--- src/rtl/seq_shift_unit_if.sv ---
// Operand/result handshake bundle for the multi-cycle shifter.
interface seq_shift_unit_if #(
    parameter int WIDTH = 16
);
    localparam int CNT_W = $clog2(WIDTH);

    logic [WIDTH-1:0] In;
    logic [CNT_W-1:0] Cnt;
    logic [1:0]       Op;
    logic             in_vld;
    logic             in_rdy;
    logic [WIDTH-1:0] Out;
    logic             out_vld;
    logic             out_rdy;
    logic             busy;

    modport master (
        output In, Cnt, Op, in_vld, out_rdy,
        input  in_rdy, Out, out_vld, busy
    );

    modport slave (
        input  In, Cnt, Op, in_vld, out_rdy,
        output in_rdy, Out, out_vld, busy
    );
endinterface

--- src/rtl/seq_shift_unit.sv ---
// Multi-cycle shifter: SLL/SRL/SRA/ROR applied up to STEP bits per cycle
// until the requested count is consumed, with valid/ready on both sides.
module seq_shift_unit #(
    parameter int WIDTH = 16,
    parameter int STEP  = 4
) (
    input logic             clk,
    input logic             rst,
    seq_shift_unit_if.slave bus
);
    localparam int CNT_W = $clog2(WIDTH);
    localparam logic [CNT_W:0] STEP_W = (CNT_W+1)'(STEP);

    typedef enum logic [1:0] {
        IDLE  = 2'd0,
        SHIFT = 2'd1,
        DONE  = 2'd2
    } state_t;

    state_t           state, nxt;
    logic [WIDTH-1:0] work;
    logic [CNT_W-1:0] rem;
    logic [CNT_W-1:0] amt;
    logic [1:0]       op_q;

    function automatic logic [WIDTH-1:0] shift_fn(
        input logic [1:0]       op,
        input logic [WIDTH-1:0] v,
        input logic [CNT_W-1:0] a
    );
        logic signed [WIDTH-1:0]   sv;
        logic        [2*WIDTH-1:0] dbl;
        logic        [WIDTH-1:0]   r;
        sv  = $signed(v);
        dbl = {v, v} >> a;
        case (op)
            2'b00:   r = v << a;
            2'b01:   r = v >> a;
            2'b10:   r = sv >>> a;
            default: r = dbl[WIDTH-1:0];
        endcase
        return r;
    endfunction

    // rem < WIDTH always, so when STEP is capped it fits in CNT_W bits
    always_comb begin
        amt = rem;
        if ({1'b0, rem} > STEP_W)
            amt = STEP_W[CNT_W-1:0];
    end

    always_comb begin
        nxt = state;
        case (state)
            IDLE:    if (bus.in_vld) nxt = (bus.Cnt == '0) ? DONE : SHIFT;
            SHIFT:   if (rem == amt) nxt = DONE;
            DONE:    if (bus.out_rdy) nxt = IDLE;
            default: nxt = IDLE;
        endcase
    end

    always_ff @(posedge clk or posedge rst) begin
        if (rst) begin
            state <= IDLE;
            work  <= '0;
            rem   <= '0;
            op_q  <= 2'b00;
        end else begin
            state <= nxt;
            case (state)
                IDLE: begin
                    if (bus.in_vld) begin
                        work <= bus.In;
                        rem  <= bus.Cnt;
                        op_q <= bus.Op;
                    end
                end
                SHIFT: begin
                    work <= shift_fn(op_q, work, amt);
                    rem  <= rem - amt;
                end
                default: ;
            endcase
        end
    end

    assign bus.in_rdy  = (state == IDLE);
    assign bus.out_vld = (state == DONE);
    assign bus.busy    = (state != IDLE);
    assign bus.Out     = work;
endmodule

--- src/flat_wrapper.sv ---
// flat-port wrapper written by rule: the top's interface ports become plain ports
module seq_shift_unit_flat 
#(
    parameter int WIDTH = 16,
    parameter int STEP  = 4
)
  (clk, rst, bus_In, bus_Cnt, bus_Op, bus_in_vld, bus_out_rdy, bus_in_rdy, bus_Out, bus_out_vld, bus_busy);
  seq_shift_unit_if #(.WIDTH(WIDTH)) bus_i ();
  input logic clk;
  input logic rst;
  input wire logic [$bits(bus_i.In)-1:0] bus_In;
  input wire logic [$bits(bus_i.Cnt)-1:0] bus_Cnt;
  input wire logic [$bits(bus_i.Op)-1:0] bus_Op;
  input wire logic [$bits(bus_i.in_vld)-1:0] bus_in_vld;
  input wire logic [$bits(bus_i.out_rdy)-1:0] bus_out_rdy;
  output wire logic [$bits(bus_i.in_rdy)-1:0] bus_in_rdy;
  output wire logic [$bits(bus_i.Out)-1:0] bus_Out;
  output wire logic [$bits(bus_i.out_vld)-1:0] bus_out_vld;
  output wire logic [$bits(bus_i.busy)-1:0] bus_busy;
  assign bus_i.In = bus_In;
  assign bus_i.Cnt = bus_Cnt;
  assign bus_i.Op = bus_Op;
  assign bus_i.in_vld = bus_in_vld;
  assign bus_i.out_rdy = bus_out_rdy;
  assign bus_in_rdy = bus_i.in_rdy;
  assign bus_Out = bus_i.Out;
  assign bus_out_vld = bus_i.out_vld;
  assign bus_busy = bus_i.busy;
  seq_shift_unit #(.WIDTH(WIDTH), .STEP(STEP)) u_core (.clk(clk), .rst(rst), .bus(bus_i));
endmodule
--- config.mk ---
export PLATFORM = sky130hd
export DESIGN_NAME = seq_shift_unit_flat
export DESIGN_NICKNAME = d
export VERILOG_FILES = /design/src/rtl/seq_shift_unit_if.sv /design/src/rtl/seq_shift_unit.sv /design/src/flat_wrapper.sv
export SDC_FILE = /design/constraint.sdc
export NUM_CORES = 1
export LEC_CHECK = 0
export CAP_MARGIN = 5
export CORE_ASPECT_RATIO = 1.75
export CORE_UTILIZATION = 56
export CTS_BUF_LIST = sky130_fd_sc_hd__clkbuf_4
export DETAILED_ROUTE_END_ITERATION = 12
export GPL_TIMING_DRIVEN = 0
export PLACE_DENSITY = 0.83
export SYNTH_ARGS = -nofsm -noshare
export SYNTH_HDL_FRONTEND = slang
export SYNTH_SLANG_ARGS = --single-unit
--- constraint.sdc ---
create_clock -name clk -period 3.09 [get_ports clk]
set_input_delay 0.4635 -clock clk [delete_from_list [all_inputs] [get_ports clk]]
set_output_delay 0.4635 -clock clk [all_outputs]
set_load 0.005 [all_outputs]
==> results_dict.tcl <==
set metrics [dict create \
    status "finished, final reports clean" \
    die_h_um 94.3 \
    crit_start "u_core.state[1]" \
    swShare_pct 55.5 \
    viasPerCell 7.27 \
    syn_avg_cell_area_um2 7.51 \
    criticalPathCategory "register to primary output" \
    multi_input_area_mm2 0.00186 \
    overflow 0 \
    vias 3366 \
    leakage_nw 1.26 \
    fin_util_pct 69.9 \
    synthMuxAreaShare_pct 14.5 \
    worstSetupStartpointType "register" \
    clk_latency_ps 340 \
    place_hpwl_mm 7.94 \
    antenna_found_initial 0 \
    seq_area_um2 601 \
    syn-cell-area_mm2 0.00273 \
    clockBufferDepth 2 \
    placed_cells 459 \
    grt_setup_unrepaired "no" \
    io_pins 45 \
    n_fill_cell 416 \
    grt_start_max_net_pins 25 \
    initial_core_util_pct 58.5 \
    syn_inst 363 \
    drive_above_1_share_pct 12.2 \
    hold_buffers 0 \
    worstPathRequired_ps 2630 \
    cts_resized 0 \
    fin_crit_ps 2500 \
    hold_viol_final 0 \
    place.gp.congestion 1.07 \
    hold_path_class "input pin to register" \
    end_kind "primary output" \
    max_slew_margin_pct 30.0 \
    wl_per_cell_um 24.3 \
    drc 0 \
    layout.nets 439 \
    use_met3_pct 17.0 \
    internal_power_w 0.00184 \
    critPathMaxFanout 10 \
    synth_edf_count 0 \
    drtAntennaViolNets 0 \
    firstDrtPassIters 5 \
    synth-main-ff-cell "dfrtp_1" \
    synth_cell_types 56 \
    path_clk_slew_ps 170 \
    cts_root_buf "clkbuf_4" \
    drt-total-wl_mm 11.2 \
    skew_ps 21.5 \
    arrival_ps 2040 \
    seqPwrFrac_pct 15.0 \
    synth_top_family_by_area "compound AO/OA/AOI/OAI gates" \
    synth-xor-area-share_pct 0 \
    grtUsageMet2_pct 68.9 \
    fin_crit_sh_pct 81.0 \
    numCtsBuffers 3 \
    grt_pass1_wl_mm 16.9 \
    peakVddDrop_uv 938 \
    synth.net_count 390 \
    h-tree-depth 1 \
    post-cts-setup-buffers 0 \
    ys_ff_latch 24 \
    cts_tree "done" \
    cts_num_sinks 24 \
    fp.dieArea_mm2 0.00516 \
    synthAdderAreaFrac_pct 0.459 \
    drtIter0Drc 262 \
    ys_seq_area_share_pct 22.0 \
    r2r_start "u_core.rem[1]" \
    grt_pass1_vias 3101 \
    antenna_cells 0 \
    num_rows 33 \
    combinationalPowerShare_pct 81.1 \
    area_delta_synth_final_pct 19.5 \
    coreArea_mm2 0.00467 \
    tightestPinTransition_ps 1050 \
    grt.busiest_layer "met2" \
    numPortBuffers 44 \
    drv_cap 0 \
    grt_usage_pct 46.7 \
    total_power_w 0.00415 \
    min-delay-start "bus_Op[0]" \
    dpl_worst_slack_ps 440 \
    setup_violations 0 \
    p_per_area_mw_per_mm2 1270 \
    met1_usage_pct 53.9 \
    switchingPower_w 0.00230 \
    drv_slew 0 \
    clkPwrFrac_pct 3.9 \
    fin_ws_ps 586 \
    synthSimpleGateAreaFrac_pct 22.2 \
    die_w_um 54.8 \
    stdcell_count 463 \
    async_flop_share_pct 100 \
    max_freq_mhz 399 \
    synth_compound_area_share_pct 31.0 \
    ys_warn_count 0 \
    fin_tns_setup_ps 0 \
]
-- final timing paths --
path,to,slack [ps],cells after the start
worst max register to register,u_core.rem[2],720,10
worst min register to register,u_core.rem[3],720,3
worst max-delay path,bus_out_vld,590,4
min in group asynchronous,u_core.bus.Out[2],650,2
max in group asynchronous,u_core.rem[1],1790,2
worst min-delay path,u_core.op_q[0],630,3
-- registers in the layout (all words and copies together), names as in the netlist, named ones only --
name	count
u_core.bus.Out	15
u_core.state	2
u_core.op_q	2
u_core.rem	4
-- cell usage after synthesis, drive strengths merged, types with 8 or more instances --
cell type,count,area share (%)
dfrtp,24,22
clkbuf,21,2.9
nor2b,9,2.1
o22ai,8,1.8
nand2,61,8.4
inv,9,1.2
mux4,8,6.6
buf,25,5.5
o21ai,24,4.4
a31oi,10,2.3
a21oi,35,6.4
mux2i,16,5.9
nor2,23,3.3
nand3,9,1.7
-- area by class of cell --
| cell class | instances | area share [%] |
|---|---|---|
| sequential | 24 | 18.4 |
| clock buffer | 3 | 0.691 |
| multi-input combinational | 284 | 57.2 |
| clock inverter | 1 | 0.115 |
| buffer | 46 | 7.02 |
| tap | 52 | 2.00 |
| inverter | 9 | 1.04 |
| timing repair buffer | 44 | 13.5 |
-- metrics by stage --
stage,area [µm²],hold WS [ps]
4_1_cts,3260,636
3_5_place_dp,3230,659
5_1_grt,3260,684
2_1_floorplan,2730,478
6_report,3260,627
3_3_place_gp,3230,651
-- layout by cell type, fill, tap and decap left out, types with 3 or more instances in the layout --
cell             netlist  final
a211oi_1               5      5
a21oi_1               35     35
a221oi_1               5      5
a22oi_1                3      3
a311oi_1               7      7
a31oi_1               10     10
a32oi_1                3      3
buf_2                 15     15
buf_4                  6      6
clkbuf_1              21     21
clkbuf_4               0      3
clkdlybuf4s50_1        0     44
dfrtp_1               24     24
inv_1                  9      9
mux2_2                 5      5
mux2i_1               16     16
mux4_2                 8      8
nand2_1               61     61
nand2b_1               3      3
nand3_1                9      9
nor2_1                22     22
nor2b_1                9      9
nor3_1                 4      4
nor4_1                 4      4
o2111ai_1              4      4
o21ai_0               23     23
o22ai_1                8      8
-- cells by family after synthesis --
kind of cell	after synthesis
AO/OA/AOI/OAI	127
AND/OR/NAND/NOR	126
buffers and inverters	55
multiplexers	29
flip-flops	24
adder cells (fa/ha/maj)	1
other	1
-- metal layers --
metal,vias up,share of wire (%)
li1,1448,-
met1,1538,34
met2,301,46
met3,79,12
met4,0,7.9
met5,-,0
-- power groups by stage --
stage / logic (W) / registers [W] / clock network (W)
2_1_floorplan: 0.00215 / 0.000594 / 0
3_3_place_gp: 0.00317 / 0.000610 / 0
3_5_place_dp: 0.00321 / 0.000619 / 0
4_1_cts: 0.00322 / 0.000611 / 0.000164
5_1_grt: 0.00357 / 0.000633 / 0.000167
6_report: 0.00336 / 0.000620 / 0.000162
-- critical path: stages (launching register included) --
cell and delay (ps):
dfrtp_1 450, clkbuf_1 400, inv_1 230, nor2_1 130, clkdlybuf4s50_1 510
No activity file was read; power rests on OpenSTA's default activity.
